[config.mk]
export PLATFORM = sky130hd
export DESIGN_NAME = xera4_video_scanout
export DESIGN_NICKNAME = d
export VERILOG_FILES = /design/src/rtl/xera4_video_pkg.sv /design/src/rtl/xera4_vga_timing.sv /design/src/rtl/xera4_video_scanout.sv
export SDC_FILE = /design/constraint.sdc
export NUM_CORES = 1
export LEC_CHECK = 0
export ABC_AREA = 0
export CORE_UTILIZATION = 30
export CTS_BUF_LIST = sky130_fd_sc_hd__clkbuf_2 sky130_fd_sc_hd__clkbuf_4 sky130_fd_sc_hd__clkbuf_8
export DETAILED_ROUTE_END_ITERATION = 6
export MAX_ROUTING_LAYER = met4
export PLACE_DENSITY = 0.57
export SLEW_MARGIN = 15
export SYNTH_ARGS = -nofsm -noshare
export SYNTH_HDL_FRONTEND = slang
export SYNTH_SLANG_ARGS = --single-unit
[constraint.sdc]
create_clock -name clk -period 3.45 [get_ports clk]
set_input_delay 0.69 -clock clk [delete_from_list [all_inputs] [get_ports clk]]
set_output_delay 0.69 -clock clk [all_outputs]
set_load 0.05 [all_outputs]
[src/rtl/xera4_video_pkg.sv]
// Shared constants and types for the XERA4 640x480 scanout: timing, framebuffer geometry, RGB332 layout.
package xera4_video_pkg;

  localparam int unsigned H_ACTIVE = 640;
  localparam int unsigned H_FP     = 16;
  localparam int unsigned H_SYNC   = 96;
  localparam int unsigned H_BP     = 48;
  localparam int unsigned H_TOTAL  = H_ACTIVE + H_FP + H_SYNC + H_BP;

  localparam int unsigned V_ACTIVE = 480;
  localparam int unsigned V_FP     = 10;
  localparam int unsigned V_SYNC   = 2;
  localparam int unsigned V_BP     = 33;
  localparam int unsigned V_TOTAL  = V_ACTIVE + V_FP + V_SYNC + V_BP;

  localparam int unsigned SCALE = 4;
  localparam int unsigned FB_W  = H_ACTIVE / SCALE;
  localparam int unsigned FB_H  = V_ACTIVE / SCALE;

  localparam int unsigned CNT_W  = 10;
  localparam int unsigned ADDR_W = 15;
  localparam int unsigned PIX_W  = 8;

  localparam int unsigned RED_HI = 7;
  localparam int unsigned RED_LO = 5;
  localparam int unsigned GRN_HI = 4;
  localparam int unsigned GRN_LO = 2;
  localparam int unsigned BLU_HI = 1;
  localparam int unsigned BLU_LO = 0;

  typedef struct packed {
    logic active;
    logic hsync_n;
    logic vsync_n;
    logic frame_start;
  } vid_ctl_t;

  localparam vid_ctl_t CTL_IDLE = '{active: 1'b0, hsync_n: 1'b1, vsync_n: 1'b1, frame_start: 1'b0};

endpackage

[src/rtl/xera4_vga_timing.sv]
// Raster counters with active/sync/frame-start decode and end-of-line/end-of-frame strobes.
module xera4_vga_timing
  import xera4_video_pkg::*;
#(
  parameter int unsigned H_ACTIVE = xera4_video_pkg::H_ACTIVE,
  parameter int unsigned H_FP     = xera4_video_pkg::H_FP,
  parameter int unsigned H_SYNC   = xera4_video_pkg::H_SYNC,
  parameter int unsigned H_BP     = xera4_video_pkg::H_BP,
  parameter int unsigned V_ACTIVE = xera4_video_pkg::V_ACTIVE,
  parameter int unsigned V_FP     = xera4_video_pkg::V_FP,
  parameter int unsigned V_SYNC   = xera4_video_pkg::V_SYNC,
  parameter int unsigned V_BP     = xera4_video_pkg::V_BP
) (
  input  logic             i_clk,
  input  logic             i_rst_n,
  output logic [CNT_W-1:0] o_hcnt,
  output logic [CNT_W-1:0] o_vcnt,
  output vid_ctl_t         o_ctl,
  output logic             o_eol,
  output logic             o_eof
);

  localparam logic [CNT_W-1:0] H_LAST = CNT_W'(H_ACTIVE + H_FP + H_SYNC + H_BP - 1);
  localparam logic [CNT_W-1:0] V_LAST = CNT_W'(V_ACTIVE + V_FP + V_SYNC + V_BP - 1);
  localparam logic [CNT_W-1:0] H_ACT  = CNT_W'(H_ACTIVE);
  localparam logic [CNT_W-1:0] V_ACT  = CNT_W'(V_ACTIVE);
  localparam logic [CNT_W-1:0] HS_BEG = CNT_W'(H_ACTIVE + H_FP);
  localparam logic [CNT_W-1:0] HS_END = CNT_W'(H_ACTIVE + H_FP + H_SYNC - 1);
  localparam logic [CNT_W-1:0] VS_BEG = CNT_W'(V_ACTIVE + V_FP);
  localparam logic [CNT_W-1:0] VS_END = CNT_W'(V_ACTIVE + V_FP + V_SYNC - 1);

  logic [CNT_W-1:0] r_hcnt;
  logic [CNT_W-1:0] r_vcnt;
  logic             w_eol;

  assign w_eol = (r_hcnt == H_LAST);

  always_ff @(posedge i_clk or negedge i_rst_n) begin
    if (!i_rst_n) begin
      r_hcnt <= '0;
      r_vcnt <= '0;
    end else if (w_eol) begin
      r_hcnt <= '0;
      r_vcnt <= (r_vcnt == V_LAST) ? '0 : r_vcnt + CNT_W'(1);
    end else begin
      r_hcnt <= r_hcnt + CNT_W'(1);
    end
  end

  always_comb begin
    o_ctl             = CTL_IDLE;
    o_ctl.active      = (r_hcnt < H_ACT) && (r_vcnt < V_ACT);
    o_ctl.hsync_n     = !((r_hcnt >= HS_BEG) && (r_hcnt <= HS_END));
    o_ctl.vsync_n     = !((r_vcnt >= VS_BEG) && (r_vcnt <= VS_END));
    o_ctl.frame_start = (r_hcnt == '0) && (r_vcnt == '0);
  end

  assign o_hcnt = r_hcnt;
  assign o_vcnt = r_vcnt;
  assign o_eol  = w_eol;
  assign o_eof  = w_eol && (r_vcnt == V_LAST);

endmodule

[src/rtl/xera4_video_scanout.sv]
// Reads the 160x120 RGB332 framebuffer through the second VRAM port and emits a 4x-scaled 640x480 VGA stream.
module xera4_video_scanout
  import xera4_video_pkg::*;
#(
  parameter int unsigned H_ACTIVE = xera4_video_pkg::H_ACTIVE,
  parameter int unsigned H_FP     = xera4_video_pkg::H_FP,
  parameter int unsigned H_SYNC   = xera4_video_pkg::H_SYNC,
  parameter int unsigned H_BP     = xera4_video_pkg::H_BP,
  parameter int unsigned V_ACTIVE = xera4_video_pkg::V_ACTIVE,
  parameter int unsigned V_FP     = xera4_video_pkg::V_FP,
  parameter int unsigned V_SYNC   = xera4_video_pkg::V_SYNC,
  parameter int unsigned V_BP     = xera4_video_pkg::V_BP
) (
  input  logic              clk,
  input  logic              rst_n,
  input  logic [ADDR_W-1:0] base_add,
  output logic [ADDR_W-1:0] vram_add,
  output logic              vram_re,
  input  logic [PIX_W-1:0]  vram_in,
  output logic [2:0]        red,
  output logic [2:0]        green,
  output logic [1:0]        blue,
  output logic              hsync,
  output logic              vsync,
  output logic              blank,
  output logic              frame_start
);

  localparam logic [ADDR_W-1:0] ROW_STEP = ADDR_W'(H_ACTIVE / SCALE);
  localparam logic [CNT_W-1:0]  V_ACT    = CNT_W'(V_ACTIVE);

  logic [CNT_W-1:0]  w_hcnt;
  logic [CNT_W-1:0]  w_vcnt;
  vid_ctl_t          w_ctl;
  logic              w_eol;
  logic              w_eof;
  logic              w_fetch;
  logic              w_row_adv;
  logic [ADDR_W-1:0] w_fetch_add;
  logic [ADDR_W-1:0] r_row_base;
  vid_ctl_t          r_ctl_d1;
  vid_ctl_t          r_ctl_d2;
  logic [PIX_W-1:0]  r_pix;

  xera4_vga_timing #(
    .H_ACTIVE (H_ACTIVE),
    .H_FP     (H_FP),
    .H_SYNC   (H_SYNC),
    .H_BP     (H_BP),
    .V_ACTIVE (V_ACTIVE),
    .V_FP     (V_FP),
    .V_SYNC   (V_SYNC),
    .V_BP     (V_BP)
  ) u_timing (
    .i_clk   (clk),
    .i_rst_n (rst_n),
    .o_hcnt  (w_hcnt),
    .o_vcnt  (w_vcnt),
    .o_ctl   (w_ctl),
    .o_eol   (w_eol),
    .o_eof   (w_eof)
  );

  // One fetch per 4-pixel group; the row base steps by one framebuffer row every 4 lines.
  assign w_fetch     = w_ctl.active && (w_hcnt[1:0] == 2'b00);
  assign w_row_adv   = w_eol && (w_vcnt < V_ACT) && (w_vcnt[1:0] == 2'b11);
  assign w_fetch_add = r_row_base + ADDR_W'(w_hcnt[CNT_W-1:2]);

  always_ff @(posedge clk or negedge rst_n) begin
    if (!rst_n) begin
      r_row_base <= '0;
    end else if (w_eof) begin
      r_row_base <= base_add;
    end else if (w_row_adv) begin
      r_row_base <= r_row_base + ROW_STEP;
    end
  end

  always_ff @(posedge clk or negedge rst_n) begin
    if (!rst_n) begin
      vram_add <= '0;
      vram_re  <= 1'b0;
    end else begin
      vram_re <= w_fetch;
      if (w_fetch) begin
        vram_add <= w_fetch_add;
      end
    end
  end

  // vram_re doubles as the stage-1 marker: the RAM data for that fetch is on vram_in now.
  always_ff @(posedge clk or negedge rst_n) begin
    if (!rst_n) begin
      r_pix    <= '0;
      r_ctl_d1 <= CTL_IDLE;
      r_ctl_d2 <= CTL_IDLE;
    end else begin
      if (vram_re) begin
        r_pix <= vram_in;
      end
      r_ctl_d1 <= w_ctl;
      r_ctl_d2 <= r_ctl_d1;
    end
  end

  always_comb begin
    red         = '0;
    green       = '0;
    blue        = '0;
    if (r_ctl_d2.active) begin
      red   = r_pix[RED_HI:RED_LO];
      green = r_pix[GRN_HI:GRN_LO];
      blue  = r_pix[BLU_HI:BLU_LO];
    end
    hsync       = r_ctl_d2.hsync_n;
    vsync       = r_ctl_d2.vsync_n;
    blank       = !r_ctl_d2.active;
    frame_start = r_ctl_d2.frame_start;
  end

endmodule

==> results.ini, run 1 <==
[logic_synthesis]
avgSynthCellArea_sq_um=10.34
ys_seq_area_frac=0.4945
synthesis.area_sq_mm=0.003401
synthCells=329
synth_top_cell_by_area=dfrtp_1
synth_seq_cells=67
synth_fp_nets=369
yosysWarnings=0
synth.area.top_cells=dfrtp_1 46%, ha_1 5.2%, xnor2_1 4.9%
synth.distinct_cells=46
synth_top_area_frac=0.4636

[sta]
fin_tns_setup_ns=0
relSlewSlack=0.4410
rsz0062_at_grt=false
period_minus_slack_ns=2.551
whs_ns=0.3313
skew_ns=0.008936
worst_pin_slew_ns=0.8364
max_freq_mhz=391.9
drv_slew=0
final-hold-violation-count=0
fin_crit_sh=0.7396
setup_viol=0

[placed_design]
gp_congestion=0.8102
port_buffers=52
dpl.hpwl_microns=5001

[cts]
cts.htree.levels=3
clockBufferDepth=2
worstSkewPairLatency_ns=0.35
numCtsBuffers=9
ctsHoldBuffers=0
cts.sinks=67
ctsRootBufferMaster=clkbuf_8
cts_resized=0
clk_transition_reported_paths_ns=0.08
cts_tree=done
cts_setup_buffers=0

[grt]
grt_pass1_wl_microns=12010
track_usage=0.1351
grt_remaining_overflow=0
grt_max_degree=44
antenna_found_initial=0
grt_pass1_vias=2585

[setup_path]
crit_path_start_kind=register
worstPathArrival_ns=2.77
r2r-end=r_row_base[13]
worst_ep_required_time_ns=3.67
critical_path.cell_chain=inv_1 -> ha_1 -> or4b_1 -> nor3_1 -> and4_1 -> nand2b_1 -> buf_4 -> nor2_1 -> a21oi_1
endpoint_kind=register
slowest_delay_ns=0.46
reg2reg_depth=9
timing.rr.start=u_timing.o_vcnt[0]
cp_slowest_cell=dfrtp_1
cp_max_fo=21
reg2reg_slack_ns=0.90
worstSetupPathType=reg2reg

[power_and_ir_drop]
power_density_mw_per_mm2=422.7
power.total_uw=1793
total_leakage_power_uw=0.001807
peakVddDrop_mv=0.1898

[route]
vias=2508
post_drt_wl_per_cell_microns=13.11
vias_per_cell=4.786
drtIter0Drc=167
postRouteAntennaNets=0
route.detailed.drc=0
routed_wl_microns=6868
drtPass1Iterations=4

[finish]
fillerInstances=1086
antenna_cells=0
fin_nets=419
drive_gt1_frac=0.1120
final_common_cell=dfrtp_1
mostFrequentLayoutCells=63 x dfrtp_1, 51 x clkdlybuf4s50_1, 35 x nand2_1
utilization=0.3879
syn2layout_area_growth_pct=24.72

[die]
core_area_sq_mm=0.01094
initial_core_util=0.3110
die_x_microns=108.5
die-area_sq_mm=0.01177
die_height_microns=108.5
ios=53
fp-row-count=38

[run]
drv_cap=0

[run_status]
status=finished clean

[hold_path]
hold_path.class=in2async

## power breakdown
part | leakage [uW] | switching [uW] | internal (uW) | total, uW
sequential | 0.000805 | 20.6 | 812 | 832
combinational | 0.000890 | 118 | 84.2 | 202
clock | 0.000112 | 310 | 449 | 758
## worst max path at each step
stage / slack [ns] / cells past startpoint / start / endpoint
finish: 0.90 / 9 / u_timing.o_vcnt[0] / r_row_base[13]
global route: 0.69 / 9 / u_timing.o_vcnt[0] / r_row_base[13]
CTS: 0.88 / 9 / u_timing.o_vcnt[0] / r_row_base[13]
detailed placement: 0.91 / 9 / u_timing.o_vcnt[0] / r_row_base[13]
global placement: 0.91 / 9 / u_timing.o_vcnt[0] / r_row_base[11]
floorplan: 1.24 / 8 / u_timing.o_hcnt[2] / vram_add[10]
## state kept, by name, indices dropped and copies added, names as in the netlist
| register | cells |
|---|---|
| r_ctl_d1 | 4 |
| frame_start | 1 |
| r_ctl_d2 | 1 |
| u_timing.o_hcnt | 10 |
| vram_re | 1 |
| hsync | 1 |
| vram_add | 15 |
| u_timing.o_vcnt | 10 |
| vsync | 1 |
| r_pix | 8 |
| r_row_base | 15 |
## kinds of logic after synthesis
kind of cell,share of synthesized area
AND/OR/NAND/NOR,0.1843
AO/OA/AOI/OAI,0.08757
XOR/XNOR,0.08241
adder cells (fa/ha/maj),0.05740
buffers and inverters,0.03826
flip-flops,0.4945
multiplexers,0.05556
## stage by stage
step	setup slack [ns]	instances	instance area, sq um
6_report	0.8985	524	4242
5_1_grt	0.6854	524	4242
4_1_cts	0.8845	524	4242
3_5_place_dp	0.9072	508	4006
3_3_place_gp	0.9078	508	4006
2_1_floorplan	1.241	329	3401
## synthesized netlist by cell type (all sizes together)
master / count
a21boi: 1
a21o: 4
a21oi: 20
a221oi: 1
and2: 11
and3: 3
and4: 2
buf: 5
clkbuf: 10
dfrtp: 63
dfstp: 4
fa: 1
ha: 14
inv: 8
mux2: 15
mux2i: 2
nand2: 35
nand2b: 4
nand3: 14
nand4: 7
nor2: 24
nor2b: 2
nor3: 8
nor4: 3
nor4b: 1
o2111ai: 1
o21a: 1
o21ai: 24
o21bai: 1
o31ai: 1
or3: 4
or3b: 1
or4: 1
or4b: 1
xnor2: 19
xor2: 13
## layout make-up
cell class / instances / area (sq um) / area share
Clock buffer: 11 / 151.4 / 0.03569
Clock inverter: 5 / 83.83 / 0.01976
Inverter: 8 / 30.03 / 0.007080
Multi-Input combinational cell: 239 / 1589 / 0.3746
Sequential cell: 67 / 1682 / 0.3965
Tap cell: 140 / 175.2 / 0.04130
Timing Repair Buffer: 54 / 530.5 / 0.1251
## critical path: cells and delay by family, from the launching register on
kind                       cells  cell delay (ns)
AOI/OAI and AO/OA              1             0.06
adders and majority gates      1             0.14
buffers and inverters          2             0.41
DFF                            1             0.46
and+or+nand+nor                5             1.35
## per-layer routing
layer / wire, microns / part of all wire / vias to the layer above / global-route usage
met5: 0 / 0 / - / -
met4: 145 / 0.021 / 0 / 0.05792
met1: 3118 / 0.45 / 1219 / 0.1686
li1: - / - / 1228 / -
met2: 3330 / 0.48 / 48 / 0.2116
met3: 273 / 0.040 / 13 / 0.02773
Power figures use the tool's default switching activity.
==> inputs of run 2 (changes only) <==
==> constraint.sdc (replaced) <==
create_clock -name clk -period 2.5 [get_ports clk]
set_input_delay 0.5 -clock clk [delete_from_list [all_inputs] [get_ports clk]]
set_output_delay 0.5 -clock clk [all_outputs]
set_load 0.05 [all_outputs]
==> run 2 against run 1 <==
Compared with the run above: critical path depth decreased by 7; largest power group is now the clock network; global-route usage rose by 0.26 points; cell count is 1.5% higher; count of clock-buffer cells in the layout is the same.
==> results.ini, run 2 (synthesis gave the netlist of run 1 again) <==
[grt]
track_usage=0.1377  ; +0.002612
antenna_found_initial=0  ; unchanged
grt_remaining_overflow=0  ; unchanged
grt_pass1_vias=2541  ; -1.7%
grt_max_degree=40  ; -9.1%
grt_pass1_wl_microns=12210  ; +1.7%

[finish]
regArea_sq_mm=0.001682  ; unchanged
mostFrequentLayoutCells=63 x dfrtp_1, 51 x clkdlybuf4s50_1, 35 x nand2_1
syn2layout_area_growth_pct=27.56
final_common_cell=dfrtp_1
fillerInstances=1101  ; +1.4%
drive_gt1_frac=0.1301  ; +0.01812
antenna_cells=0  ; unchanged
multi_input_area_sq_mm=0.001589  ; unchanged
finalInstanceArea_sq_mm=0.004338  ; +2.3%
fin_nets=427  ; +1.9%
largest_registers=r_row_base: 15 flops, vram_add: 15 flops

[run_status]
status=finished clean

[sta]
rsz0062_at_grt=false
final-hold-violation-count=0  ; unchanged
max_freq_mhz=437.8
fin_tns_setup_ns=0  ; unchanged
skew_ns=0.01008  ; +0.001142 ns
drv_slew=0  ; unchanged
setup_viol=0  ; unchanged
worst_pin_slew_ns=0.6996  ; -0.1368 ns
whs_ns=0.1927  ; -0.1386 ns
fin_crit_sh=0.9136
period_minus_slack_ns=2.284
relSlewSlack=0.5336  ; +0.09255

[setup_path]
cp_max_fo=9  ; -57%
crit_path_start_kind=register
worst_ep_required_time_ns=2.00  ; -1.67 ns
endpoint_kind=primary output
worstPathArrival_ns=1.78  ; -0.99 ns
reg2reg_slack_ns=0.23  ; -0.67 ns
worstSetupPathType=reg2out

[cts]
cts.htree.levels=3  ; unchanged
clk_transition_reported_paths_ns=0.08  ; about the same
cts_setup_buffers=0  ; unchanged
worstSkewPairLatency_ns=0.34  ; about the same
clockBufferDepth=2  ; unchanged
ctsRootBufferMaster=clkbuf_8
cts_tree=done
cts.sinks=67  ; unchanged
numCtsBuffers=9  ; unchanged

[power_and_ir_drop]
p_sw_uw=630.4  ; +41%
switching_share=0.2433  ; -0.006845
clkPwrFrac=0.448  ; +0.025
total_leakage_power_uw=0.001869  ; +3.4%
internal_power_uw=1961  ; +46%
peakVddDrop_mv=0.3457  ; +82%
p_seq_frac=0.443  ; -0.021
pwr-share-comb=0.109  ; -0.004
power_density_mw_per_mm2=597.5  ; +41%

[die]
die-area_sq_mm=0.01177  ; unchanged
core_area_sq_mm=0.01094  ; unchanged
initial_core_util=0.3110  ; unchanged
die_x_microns=108.5  ; unchanged
die_height_microns=108.5  ; unchanged
ios=53  ; unchanged
fp-row-count=38  ; unchanged

[run]
drv_cap=0  ; unchanged

[placed_design]
port_buffers=52  ; unchanged
gp_congestion=0.8517  ; +5.1%
dpl.hpwl_microns=5192  ; +3.8%
placed_area_sq_mm=0.004079  ; +1.8%

[route]
routed_wl_microns=7124  ; +3.7%
postRouteAntennaNets=0  ; unchanged
drtPass1Iterations=4  ; unchanged
route.detailed.drc=0  ; unchanged
drtIter0Drc=111  ; -34%
vias=2510  ; +0.080%
post_drt_wl_per_cell_microns=13.39  ; +2.2%
vias_per_cell=4.718  ; -1.4%

[hold_path]
hold_path.class=in2async

run 2: repair_timing:
item / in CTS / in global routing
hold buffers: 0 / 0
resized for setup: 0 / 1
endpoints found under the setup margin: 0 / 3
run 2: worst max-delay path, cell delays in order (launching register included):
cell	delay, ns
dfrtp_1	0.47
and2_1	0.17
clkdlybuf4s50_1	0.81
run 2: routing by layer:
metal  global-route usage  share of wire  vias up
met1               0.1734           0.46     1209
li1                     -              -     1247
met2               0.2165           0.49       44
met5                    -              0        -
met3              0.03074          0.043       10
met4              0.04923          0.014        0
run 2: power by group through the flow:
stage                     registers (uW)  logic, uW  clock network (uW)
after floorplan                     1220        100                   0
after global placement              1170        284                   0
after detailed placement            1170        286                   0
after CTS                           1150        286                1180
after global routing                1150        307                1230
final                               1150        282                1160
run 2: worst paths after layout:
check                              start           end  depth (start not counted)
max                          r_ctl_d2[3]       blue[0]                          2
min                                rst_n   vram_add[8]                          1
max reg2reg                r_row_base[0]  vram_add[10]                          8
min reg2reg                  r_ctl_d1[3]   r_ctl_d2[3]                          0
max in group asynchronous          rst_n   r_ctl_d1[2]                          2
min in group clk             r_ctl_d1[3]   r_ctl_d2[3]                          0
run 2: final cells by class:
class                   instances  share of cell area
repair buffers                 62              0.1390
clock inverters                 5             0.02481
multi-input cells             239              0.3663
clock buffers                  11             0.03490
inverters                       8            0.006922
well taps                     140             0.04038
flip-flops and latches         67              0.3877
run 2: per-stage QoR:
| step | setup WS [ns] | utilization | total power [uW] | std cells |
|---|---|---|---|---|
| 3_5_place_dp | 0.1696 | 0.3730 | 1456 | 516 |
| 3_3_place_gp | 0.2202 | 0.3730 | 1452 | 516 |
| 2_1_floorplan | 0.2911 | - | 1324 | 329 |
| 4_1_cts | 0.1480 | 0.3967 | 2619 | 532 |
| 6_report | 0.2161 | 0.3967 | 2592 | 532 |
| 5_1_grt | 0.04543 | 0.3967 | 2694 | 532 |
==> inputs of run 3 (changes only) <==
==> constraint.sdc (replaced) <==
create_clock -name clk -period 2.5 [get_ports clk]
set_input_delay 0.25 -clock clk [delete_from_list [all_inputs] [get_ports clk]]
set_output_delay 0.25 -clock clk [all_outputs]
set_load 0.05 [all_outputs]
==> run 3 against run 2 <==
Compared with the run above: flip-flop and latch count is the same; first-iteration DRC count grew 11%; fmax is essentially flat; via count shrank 0.16%; clock power shrank 19%; combinational power is essentially flat; largest power group is now registers.
==> results.ini, run 3 (synthesis gave the netlist of run 1 again) <==
[run_status]
status=finished clean

[cts]
cts.sinks=67  ; unchanged
ctsRootBufferMaster=clkbuf_8
clk_transition_reported_paths_ns=0.08  ; about the same
numCtsBuffers=9  ; unchanged
cts.htree.levels=3  ; unchanged
clockBufferDepth=2  ; unchanged
cts_setup_buffers=0  ; unchanged
cts_tree=done
worstSkewPairLatency_ns=0.35  ; about the same

[power_and_ir_drop]
peakVddDrop_mv=0.3268  ; -5.5%
internal_power_uw=1765  ; -10%
p_sw_uw=612.4  ; -2.9%
total_leakage_power_uw=0.001853  ; -0.88%
clkPwrFrac=0.397  ; -0.051
power_density_mw_per_mm2=551.4  ; -7.7%
switching_share=0.2576  ; +0.01434
pwr-share-comb=0.120  ; +0.011
p_seq_frac=0.483  ; +0.040

[placed_design]
gp_congestion=0.8783  ; +3.1%
dpl.hpwl_microns=5194  ; about the same
port_buffers=52  ; unchanged
dp_slack_ns=0.1549  ; -0.01476 ns

[grt]
grt_remaining_overflow=0  ; unchanged
track_usage=0.1399  ; +0.002250
grt_max_degree=40  ; unchanged
grt_pass1_wl_microns=12310  ; +0.79%
grt_pass1_vias=2592  ; +2.0%
antenna_found_initial=0  ; unchanged

[setup_path]
cp_max_fo=27  ; +18
crit_start=u_timing.o_vcnt[0]
cp_slowest_cell=or4b_1
slowest_delay_ns=0.42  ; -0.39 ns
critical_path.cell_chain=inv_1 -> ha_1 -> or4b_1 -> nor3_1 -> and4_1 -> nand2b_1 -> buf_4 -> mux2_1
worstSetupPathType=reg2reg
crit_path_start_kind=register
timing.rr.start=u_timing.o_vcnt[0]
worst_ep_required_time_ns=2.74  ; +0.74 ns
worstPathArrival_ns=2.52  ; +0.74 ns
reg2reg_slack_ns=0.22  ; about the same
endpoint_kind=register

[route]
vias=2506  ; -0.16%
routed_wl_microns=7044  ; -1.1%
post_drt_wl_per_cell_microns=13.19  ; -1.5%
drtPass1Iterations=4  ; unchanged
drtIter0Drc=123  ; +11%
route.detailed.drc=0  ; unchanged
postRouteAntennaNets=0  ; unchanged
vias_per_cell=4.693  ; -0.53%

[sta]
worst_slack_ns=0.2176  ; +0.001505 ns
worst_pin_slew_ns=0.6714  ; -0.02820 ns
fin_tns_setup_ns=0  ; unchanged
setup_viol=0  ; unchanged
relSlewSlack=0.5524  ; +0.01880
max_freq_mhz=438.1  ; about the same
drv_slew=0  ; unchanged
fin_crit_sh=0.9130  ; about the same
whs_ns=0.3504  ; +0.1577 ns
final-hold-violation-count=0  ; unchanged
rsz0062_at_grt=false
period_minus_slack_ns=2.282  ; -0.001505 ns
skew_ns=0.01209  ; +0.002013 ns

[hold_path]
hold_start=r_ctl_d1[0]
hold_path.class=reg2reg

[run]
drv_cap=0  ; unchanged

[die]
fp-row-count=38  ; unchanged
die-area_sq_mm=0.01177  ; unchanged
initial_core_util=0.3110  ; unchanged
core_area_sq_mm=0.01094  ; unchanged
die_height_microns=108.5  ; unchanged
die_x_microns=108.5  ; unchanged
ios=53  ; unchanged

[finish]
largest_registers=r_row_base: 15 flops, vram_add: 15 flops
final_common_cell=dfrtp_1
mostFrequentLayoutCells=63 x dfrtp_1, 51 x clkdlybuf4s50_1, 35 x nand2_1
syn2layout_area_growth_pct=26.78
fin_nets=429  ; +0.47%
drive_gt1_frac=0.1345  ; +0.004416
antenna_cells=0  ; unchanged
fillerInstances=1084  ; -1.5%

[run 3: cell types whose count changed in the layout (fill, tap and decap cells not counted)]
cell           previous run  this run
bufinv_16                 3         1
clkinvlp_4                0         2
a221oi_1                  1         0
a221oi_2                  0         1
buf_4                     9        10
clkbuf_4                  0         1
clkinv_2                  0         1
clkinv_4                  1         0
dlygate4sd3_1             0         1
inv_6                     1         0
o21ai_0                  23        24
o21ai_1                   1         0
[run 3: critical path: cells and delay by family (launching register included)]
family	cells	cell delay, ns
simple gates	4	1.01
buf+inv	2	0.31
fa+ha+maj	1	0.14
flops	1	0.38
mux	1	0.33
[run 3: per-stage QoR]
step	std cells	total power [uW]	utilization	cell area [sq um]
3_5_place_dp	517	1457	0.3737	4086
5_1_grt	534	2486	0.3943	4312
2_1_floorplan	329	1324	-	3401
6_report	534	2378	0.3943	4312
3_3_place_gp	517	1453	0.3737	4086
4_1_cts	534	2419	0.3937	4305
[run 3: repair_timing]
item	CTS	global route
hold buffers	1	0
resized for setup	0	1
endpoints found under the hold margin	28	0
setup endpoints to repair	0	4
[run 3: final cells by class]
class / count / area, sq um / share of cell area
Clock inverter: 4 / 50.05 / 0.01161
Clock buffer: 12 / 158.9 / 0.03685
Inverter: 8 / 30.03 / 0.006965
Multi-Input combinational cell: 239 / 1595 / 0.3700
Tap cell: 140 / 175.2 / 0.04063
Timing Repair Buffer: 64 / 620.6 / 0.1439
Sequential cell: 67 / 1682 / 0.3900
[run 3: path summary, 6_finish.rpt]
path / endpoint / cells after the start
max: r_row_base[0] / 8
min: frame_start / 0
max reg2reg: r_row_base[0] / 8
min reg2reg: frame_start / 0
max in group asynchronous: vsync / 3
min in group asynchronous: vram_add[13] / 2
[run 3: power groups by stage]
stage / sequential (uW) / clock (uW) / combinational (uW)
after global placement: 1170 / 0 / 284
after global routing: 1150 / 1020 / 310
after floorplan: 1220 / 0 / 100
final: 1150 / 944 / 284
after CTS: 1150 / 980 / 289
after detailed placement: 1170 / 0 / 287
[run 3: per-layer routing]
layer  track usage  share of wire
met1        0.1658           0.45
met2        0.2278           0.49
met3       0.03074          0.044
met4       0.06081          0.017
met5             -              0
